File: config.mk
export PLATFORM = sky130hd
export DESIGN_NAME = conv_window_gen
export DESIGN_NICKNAME = d
export VERILOG_FILES = /design/src/rtl/conv_window_gen.sv
export SDC_FILE = /design/constraint.sdc
export NUM_CORES = 1
export LEC_CHECK = 0
export CAP_MARGIN = 20
export CORE_ASPECT_RATIO = 1.2
export CORE_MARGIN = 2
export CORE_UTILIZATION = 50
export CTS_CLUSTER_DIAMETER = 200
export DETAILED_ROUTE_END_ITERATION = 10
export PLACE_DENSITY = 0.7
export SKIP_LAST_GASP = 1
export SLEW_MARGIN = 20
export SYNTH_ARGS = -nofsm -noshare
export SYNTH_HDL_FRONTEND = slang
export SYNTH_SLANG_ARGS = --single-unit
File: constraint.sdc
create_clock -name clk -period 2.9 [get_ports clk]
set_input_delay 0.58 -clock clk [delete_from_list [all_inputs] [get_ports clk]]
set_output_delay 0.58 -clock clk [all_outputs]
set_load 0.02 [all_outputs]
File: src/rtl/conv_window_gen.sv
// Streaming 3x3 sliding-window generator: raster pixels in, row-major window out.
// Two circular line buffers hold the previous rows. Windows that would need padding are not emitted.
module conv_window_gen #(
  parameter int DATA_WIDTH = 8,
  parameter int IMG_WIDTH  = 28,
  parameter int IMG_HEIGHT = 28
) (
  input  logic                  clk,
  input  logic                  rst,
  input  logic                  en,
  input  logic [DATA_WIDTH-1:0] pix_in,
  input  logic                  pix_valid,
  output logic [DATA_WIDTH-1:0] win1,
  output logic [DATA_WIDTH-1:0] win2,
  output logic [DATA_WIDTH-1:0] win3,
  output logic [DATA_WIDTH-1:0] win4,
  output logic [DATA_WIDTH-1:0] win5,
  output logic [DATA_WIDTH-1:0] win6,
  output logic [DATA_WIDTH-1:0] win7,
  output logic [DATA_WIDTH-1:0] win8,
  output logic [DATA_WIDTH-1:0] win9,
  output logic                  win_valid,
  output logic                  frame_done
);

  localparam int CW = (IMG_WIDTH  > 1) ? $clog2(IMG_WIDTH)  : 1;
  localparam int RW = (IMG_HEIGHT > 1) ? $clog2(IMG_HEIGHT) : 1;
  localparam logic [CW-1:0] COL_LAST = CW'(IMG_WIDTH - 1);
  localparam logic [RW-1:0] ROW_LAST = RW'(IMG_HEIGHT - 1);
  localparam logic [CW-1:0] COL_TWO  = CW'(2);
  localparam logic [RW-1:0] ROW_TWO  = RW'(2);

  logic [DATA_WIDTH-1:0] lb0 [IMG_WIDTH];
  logic [DATA_WIDTH-1:0] lb1 [IMG_WIDTH];
  logic [CW-1:0]         col;
  logic [RW-1:0]         row;
  logic                  accept;
  logic [DATA_WIDTH-1:0] top;
  logic [DATA_WIDTH-1:0] mid;

  assign accept = en & pix_valid;
  assign top    = lb1[col];
  assign mid    = lb0[col];

  // Line buffers carry no reset; stale contents are never exposed because
  // win_valid is held low for the first two rows of each frame.
  always_ff @(posedge clk) begin
    if (accept) begin
      lb1[col] <= lb0[col];
      lb0[col] <= pix_in;
    end
  end

  always_ff @(posedge clk or posedge rst) begin
    if (rst) begin
      col        <= '0;
      row        <= '0;
      win1       <= '0;
      win2       <= '0;
      win3       <= '0;
      win4       <= '0;
      win5       <= '0;
      win6       <= '0;
      win7       <= '0;
      win8       <= '0;
      win9       <= '0;
      win_valid  <= 1'b0;
      frame_done <= 1'b0;
    end else begin
      win_valid  <= accept && (row >= ROW_TWO) && (col >= COL_TWO);
      frame_done <= accept && (row == ROW_LAST) && (col == COL_LAST);
      if (accept) begin
        win1 <= win2;
        win2 <= win3;
        win3 <= top;
        win4 <= win5;
        win5 <= win6;
        win6 <= mid;
        win7 <= win8;
        win8 <= win9;
        win9 <= pix_in;
        if (col == COL_LAST) begin
          col <= '0;
          row <= (row == ROW_LAST) ? '0 : row + 1'b1;
        end else begin
          col <= col + 1'b1;
        end
      end
    end
  end

endmodule
After elaboration in Yosys (flattened, before gate mapping)
Memories as Yosys holds them, arrays and structs flattened. A register that Yosys moved wholly into a read port is not among the register bits.
Cells that the tools add are included.
{"block": "totals", "latch_bits": 0, "word_cells": 30, "mem_bits_rw": 448, "input_bits": 12, "out_inout_bits": 74, "register_bits": 76, "romBits": 0, "mem_count": 2}
{"memory": "lb0", "words": 28, "width": 8, "read_ports": 1, "rd_clocked_by_memory_dff": 0, "write_ports": 1, "line": "33", "source": "logic [DATA_WIDTH-1:0] lb0 [IMG_WIDTH];"}
{"memory": "lb1", "words": 28, "width": 8, "read_ports": 1, "rd_clocked_by_memory_dff": 1, "write_ports": 1, "line": "34", "source": "logic [DATA_WIDTH-1:0] lb1 [IMG_WIDTH];"}
{"block": "classes", "addsub": 2, "n_reduce_logical": 5, "magnitude_cmp": 2, "n_mul": 0, "n_eq_ne": 2, "div_mod_pow": 0, "mux": 4, "n_shift": 0, "bitwise": 1}
{"cell": "$add A5 B1 Y5 const B", "n": 2}
{"cell": "$eq A5 B5 Y1 const B", "n": 2}
{"cell": "$ge A5 B2 Y1 const B", "n": 2}
{"cell": "$mux W5", "n": 2}
{"cell": "$logic_and A1 B1 Y1", "n": 4}
{"cell": "$mux W1", "n": 2}
{"cell": "$reduce_and A2 Y1", "n": 1}
{"cell": "$and A1 B1 Y1", "n": 1}

Depth between registers and ports, before layout
Gate-level depths: netlist of the first run.
{"block": "depth", "depth_word": 3, "mapped_depth": 8, "mapped_depth_nobuf": 6}

Least setup slack after synthesis of the first run
No wires, ideal clock.
{"block": "synth_timing", "kind": "register -> register", "startpoint": "reg col[4]", "endpoint": "mem lb0[3][0] (enable)", "setup_ns": 0.409, "required_time_ns": 2.491, "stages_incl_launch_ff": 6, "setup_slack_ns": 0.239, "n_path_buf": 4, "synth_period_minus_slack_ns": 2.661, "arrival_ns": 2.251, "path_cell_list": "dfrtp_1 -> buf_2 -> buf_2 -> buf_2 -> buf_2 -> nor3_1"}
{"element": "from (decl)", "line": "35", "source": "logic [CW-1:0] col;"}
{"element": "from (signal assigned)", "line": "86", "source": "col <= col + 1'b1;"}
{"element": "to (decl)", "line": "33"}
No word-level cell before the write port.

Worst setup path in the final report of the first run
{"block": "layout_timing", "startpoint": "reg col[4]", "endpoint": "mem lb1[13][1] (data pin)"}
{"block": "layout_via", "elab_chain_cells": 1}
{"element": "$mem_v2 Z28 W8"}
{"element": "to (decl)", "line": "34"}
Every way passes these cells.

==> results.yml, run 1 <==
place:
  place_congestion: 0.824
  dp_hpwl_um: 30700
  numPortBuffers: 85
routing:
  avgRoutedWirePerCell_um: 24.3
  vias_per_cell: 5.80
  drc: 0
  drt_iter0_markers: 1092
  ant_nets: 0
  num_vias: 11500
  dr.pass1.iters: 5
  drt-total-wl_um: 48200
layout:
  nFillCells: 3001
  syn2layout_area_growth_pct: 18.8
  drive_above_1_share: 0.165
  fin_nets: 1424
  n_antenna_cell: 0
timing:
  period_share: 0.982
  setup_viol: 0
  rsz0062_at_grt: "no"
  finalSetupTns_ns: 0
  slew-limit-headroom: 0.533
  hold_violations: 0
  max_freq_ghz: 0.351
  min_period_ns: 2.85
  max_slew.worst_pin.slew_ns: 0.700
  final_max_slew_viol_count: 0
  finClkSkew_ns: 0.0285
logic_synthesis:
  synth-edff-count: 448
  synth_ff_type: "edfxtp_1"
  synth.distinct_cells: 51
  synthTopCellsByArea: "edfxtp_1 (65%), dfrtp_1 (10%), mux2i_1 (6.3%)"
  synth_fp_nets: 1250
  synthArstFlopShare: 0.158
  yosysSeqAreaShare: 0.753
  synth_top_area_share: 0.651
  avgSynthCellArea_um2: 16.8
  synth.most_common_cell: "edfxtp_1"
  synth_seq_cells: 532
  synth_top_cells_by_count: "edfxtp_1 (448), nand2_1 (188), mux2i_1 (131)"
  ys_warn_count: 0
  yosys.area.top_type: "edfxtp_1"
  netlist_area_um2: 20700
  syn_inst: 1232
power:
  clock_power_share: 0.271
  totalPowerFinal_w: 0.0236
  p_int_w: 0.0164
  sw_frac_of_total: 0.305
  p_per_area_nw_per_um2: 961
  seqPwrFrac: 0.442
  p_leak_nw: 8.75
  p_switching_w: 0.00719
  comb_power_share: 0.287
  ir_worst_vdd_mv: 0.534
clock_tree:
  cts-root-buf: "clkbuf_16"
  cts_sinks: 532
  cts_buffers: 48
  clk_transition_reported_paths_ns: 0.07
  tritoncts: "done"
  clk_latency_ns: 0.58
  cts_max_level: 2
  ctsHoldBuffers: 0
  cts_buffer_depth: 3
critical_path:
  required_ns: 3.20
  worst-endpoint-arrival_ns: 3.15
  worstSetupStartpointType: "flip-flop"
  crit_chain: "buf_4 -> or4bb_1 -> o22ai_1 -> nor4_1 -> buf_4 -> nand3_1 -> buf_12"
  max_stage_delay_ns: 0.64
  rrSetupSlack_ns: 0.05
  critPathBufInv: 3
  crit_path_end_kind: "flip-flop"
  worst-path-stages: 7
  critical_path.top_delay_family: "simple AND/OR/NAND/NOR gates"
  cp-startpoint: "col[4]$_DFFE_PP0P_"
  timing.rr.start: "col[4]$_DFFE_PP0P_"
  r2r_end: "lb1[13][1]$_DFFE_PP_"
  critPathKind: "flip-flop to flip-flop"
  path_max_fanout: 28
  endpoint: "lb1[13][1]$_DFFE_PP_"
  worst_path_most_repeated_cell: "buf_4"
  ff2ff_path_depth: 7
  cpMaxStageDelayCell: "dfrtp_1"
grt:
  grt_pass1_wl_um: 71800
  grt_use_total: 0.228
  grt_pass1_vias: 11400
  grt_start_max_net_pins: 79
  antenna_found_initial: 0
  gr-total-overflow: 0
die:
  initial_core_util: 0.507
  die-area_um2: 43000
  io_pins: 86
  core-area_um2: 40700
  die_x_um: 190
  fp-row-count: 81
  die_y_um: 227
hold_path:
  hp-class: "input pin to async pin"
flow_run:
  cap_violations: 0
outcome:
  status: "complete, no violations"
## cell usage in the layout (no fill, tap or decap), types with 4 or more instances in the layout
cell | netlist | final
nor2b_1 | 6 | 6
nand3_1 | 23 | 23
nand2_1 | 188 | 187
buf_12 | 1 | 21
and2_1 | 11 | 10
a22o_1 | 4 | 4
clkbuf_16 | 0 | 50
mux2i_1 | 131 | 131
nor4_1 | 10 | 10
a31oi_1 | 22 | 22
nor2_1 | 44 | 44
buf_4 | 2 | 84
clkbuf_1 | 21 | 10
ha_1 | 6 | 6
clkinv_2 | 0 | 9
a22oi_1 | 23 | 23
edfxtp_1 | 448 | 448
inv_1 | 5 | 4
bufinv_16 | 0 | 6
dfrtp_1 | 84 | 82
nor3_1 | 8 | 7
and3_1 | 4 | 4
clkdlybuf4s50_1 | 0 | 85
mux4_2 | 48 | 48
o22ai_1 | 43 | 43
clkinv_1 | 0 | 10
o21ai_0 | 8 | 8
a21o_1 | 6 | 6
## cell type report
| type | instances | area, µm² | area share |
|---|---|---|---|
| clock inverters | 30 | 310 | 0.0126 |
| repair buffers | 191 | 1930 | 0.0786 |
| multi-input cells | 627 | 4750 | 0.194 |
| well taps | 539 | 674 | 0.0275 |
| inverters | 6 | 23.8 | 0.000969 |
| clock buffers | 60 | 1290 | 0.0525 |
| flip-flops and latches | 532 | 15600 | 0.634 |
## worst min path at each step
| stage | cells after the start | to | slack, ns |
|---|---|---|---|
| floorplan | 1 | row[4]$_DFFE_PP0P_ | 0.51 |
| global placement | 2 | win1[4]$_DFFE_PP0P_ | 0.46 |
| detailed placement | 2 | win7[2]$_DFFE_PP0P_ | 0.46 |
| CTS | 2 | col[3]$_DFFE_PP0P_ | 0.35 |
| global route | 2 | win1[7]$_DFFE_PP0P_ | 0.40 |
| finish | 2 | col[3]$_DFFE_PP0P_ | 0.35 |
## power groups by stage
stage	registers [W]	logic, W	clock network [W]
after global placement	0.0106	0.00655	0
after floorplan	0.0108	0.00329	0
final	0.0104	0.00676	0.00639
after CTS	0.0105	0.00673	0.00651
after detailed placement	0.0106	0.00671	0
after global routing	0.0105	0.00721	0.00676
## what timing repair did
action / 4_1_cts / 5_1_grt
setup buffers: 0 / 1
resized for setup: 0 / 0
endpoints found under the setup margin: 0 / 28
## routing by layer
metal	part of all wire	global-route usage	wire length, µm
met2	0.50	0.385	24200
met3	0.067	0.0314	3230
met4	0.039	0.0935	1860
met5	0	0	0
met1	0.39	0.302	19000
## logic make-up (layout without fill, tap and decap cells)
logic type	Yosys count	count (layout)	share of synthesized area
buffers and inverters	73	287	0.0177
AO/OA/AOI/OAI	121	121	0.0399
adder cells (fa/ha/maj)	6	6	0.00363
flip-flops	532	532	0.753
XOR/XNOR	1	1	0.000424
AND/OR/NAND/NOR	318	318	0.0686
multiplexers	181	181	0.117
## state kept, by name (all words and copies together), names as in the netlist
signal / cells
win4: 8
win_valid: 1
row: 5
win6: 8
lb0: 224
win3: 8
frame_done: 1
win1: 8
win8: 8
win2: 8
win9: 8
win7: 8
win5: 8
col: 5
lb1: 224
## through the flow
| step | area [µm²] | instances | worst slack [ns] | hold slack, ns | utilization |
|---|---|---|---|---|---|
| floorplan | 20700 | 1232 | 0.155 | 0.509 | - |
| global placement | 22900 | 1894 | 0.131 | 0.458 | 0.562 |
| detailed placement | 22900 | 1894 | 0.0923 | 0.463 | 0.562 |
| CTS | 24500 | 1984 | 0.0800 | 0.350 | 0.602 |
| global route | 24500 | 1985 | 0.0362 | 0.399 | 0.602 |
| finish | 24500 | 1985 | 0.0512 | 0.355 | 0.602 |
Power figures use the tool's default switching activity.
==> run 2, diff against run 1 <==
==> constraint.sdc (replaced) <==
create_clock -name clk -period 2.6 [get_ports clk]
set_input_delay 0.52 -clock clk [delete_from_list [all_inputs] [get_ports clk]]
set_output_delay 0.52 -clock clk [all_outputs]
set_load 0.02 [all_outputs]
==> results.yml, run 2 (same netlist as run 1, synthesis figures left out) <==
grt:
  grt_pass1_vias: 11500
  grt_pass1_wl_um: 71300
  gr-total-overflow: 0
  antenna_found_initial: 0
  grt_start_max_net_pins: 76
  grt_use_total: 0.226
layout:
  fin_nets: 1424
  final_common_cell: "edfxtp_1"
  n_antenna_cell: 0
  drive_above_1_share: 0.167
  nFillCells: 2990
  largest_registers: "lb0 (224), lb1 (224)"
  layout_common_cells: "edfxtp_1 (448), nand2_1 (187), mux2i_1 (131)"
  syn2layout_area_growth_pct: 19.1
critical_path:
  required_ns: 3.02
  worstSetupStartpointType: "flip-flop"
  timing.rr.start: "col[0]$_DFFE_PP0P_"
  endpoint: "lb1[5][0]$_DFFE_PP_"
  cp-startpoint: "col[0]$_DFFE_PP0P_"
  cpMaxStageDelayCell: "or4b_1"
  max_stage_delay_ns: 0.78
  crit_path_end_kind: "flip-flop"
  rrSetupSlack_ns: 0.05
  path_max_fanout: 28
  worst-endpoint-arrival_ns: 2.97
  crit_chain: "or4b_1 -> o22ai_1 -> nor4_4 -> buf_4 -> nand3_1 -> buf_12"
  ff2ff_path_depth: 6
  r2r_end: "lb1[5][0]$_DFFE_PP_"
  critPathKind: "flip-flop to flip-flop"
flow_run:
  cap_violations: 0
die:
  die-area_um2: 43000
  initial_core_util: 0.507
  fp-row-count: 81
  die_x_um: 190
  io_pins: 86
  die_y_um: 227
  core-area_um2: 40700
clock_tree:
  cts_sinks: 532
  clk_latency_ns: 0.59
  cts_max_level: 2
  clk_transition_reported_paths_ns: 0.06
  cts_buffers: 49
  cts_buffer_depth: 3
  tritoncts: "done"
  cts-root-buf: "clkbuf_16"
timing:
  max_freq_ghz: 0.391
  min_period_ns: 2.55
  whs_ns: 0.357
  period_share: 0.982
  finClkSkew_ns: 0.0282
  setup_viol: 0
  rsz0062_at_grt: "no"
  finalSetupTns_ns: 0
  final_max_slew_viol_count: 0
  hold_violations: 0
  max_slew.worst_pin.slew_ns: 0.719
  slew-limit-headroom: 0.521
routing:
  avgRoutedWirePerCell_um: 24.1
  drt-total-wl_um: 47700
  drc: 0
  dr.pass1.iters: 5
  vias_per_cell: 5.86
  ant_nets: 0
  num_vias: 11600
  drt_iter0_markers: 1117
hold_path:
  hp-class: "input pin to async pin"
power:
  p_leak_nw: 8.75
  p_per_area_nw_per_um2: 1060
  ir_worst_vdd_mv: 0.597
place:
  numPortBuffers: 85
  place_congestion: 0.838
  dp_hpwl_um: 31000
outcome:
  status: "complete, no violations"
-- run 2: cell types whose count changed in the layout (fill, tap and decap cells not counted), sizes merged --
cell	delta
inv	+1
buf	-1
clkinv	-4
clkinvlp	-3
clkbuf	+11
bufinv	-4
-- run 2: power by group --
group | switching [W] | internal (W)
combinational | 0.00452 | 0.00309
sequential | 0.000507 | 0.0111
clock | 0.00302 | 0.00382
total | 0.00805 | 0.0180
-- run 2: worst max-delay path: cells and delay by family (launching register included) --
kind / cells / cell delay (ns)
AND/OR/NAND/NOR: 3 / 1.05
flip-flops: 1 / 0.57
AO/OA/AOI/OAI: 1 / 0.39
buffers and inverters: 2 / 0.37
-- run 2: how the worst min path moves through the flow --
stage                           to  depth (start not counted)
6_report       win1[3]$_DFFE_PP0P_                          2
5_1_grt        win1[3]$_DFFE_PP0P_                          2
4_1_cts        win4[6]$_DFFE_PP0P_                          2
3_5_place_dp   win4[4]$_DFFE_PP0P_                          2
3_3_place_gp   win1[7]$_DFFE_PP0P_                          2
2_1_floorplan   row[4]$_DFFE_PP0P_                          1
-- run 2: layout make-up --
cell class | count | area (µm²) | share of cell area
sequential | 532 | 15600 | 0.633
multi-input combinational | 627 | 4790 | 0.195
timing repair buffer | 190 | 2010 | 0.0819
clock buffer | 71 | 1350 | 0.0548
tap | 539 | 674 | 0.0274
clock inverter | 20 | 176 | 0.00717
inverter | 6 | 26.3 | 0.00107
-- run 2: timing repair --
| action | CTS | global route |
|---|---|---|
| hold buffers | 0 | 0 |
| resized for setup | 5 | 2 |
| pin swaps | 0 | 1 |
| setup buffers | 0 | 7 |
| endpoints found under the setup margin | 112 | 83 |
-- run 2: layer usage --
metal	vias up	GRT usage	wire, µm
met5	-	0	0
met4	0	0.0865	1740
met3	93	0.0376	3230
met2	499	0.379	23700
met1	5933	0.297	19100
li1	5113	-	-
-- run 2: through the flow --
stage                     area (µm²)   util  instances  setup slack (ns)  power [W]
after floorplan                20700      -       1232            0.0645     0.0157
after global placement         23000  0.564       1887            -0.251     0.0191
after detailed placement       23000  0.564       1887            -0.230     0.0193
after CTS                      24500  0.602       1978         0.0000571     0.0261
after global routing           24600  0.604       1985            0.0232     0.0271
final                          24600  0.604       1985            0.0456     0.0261
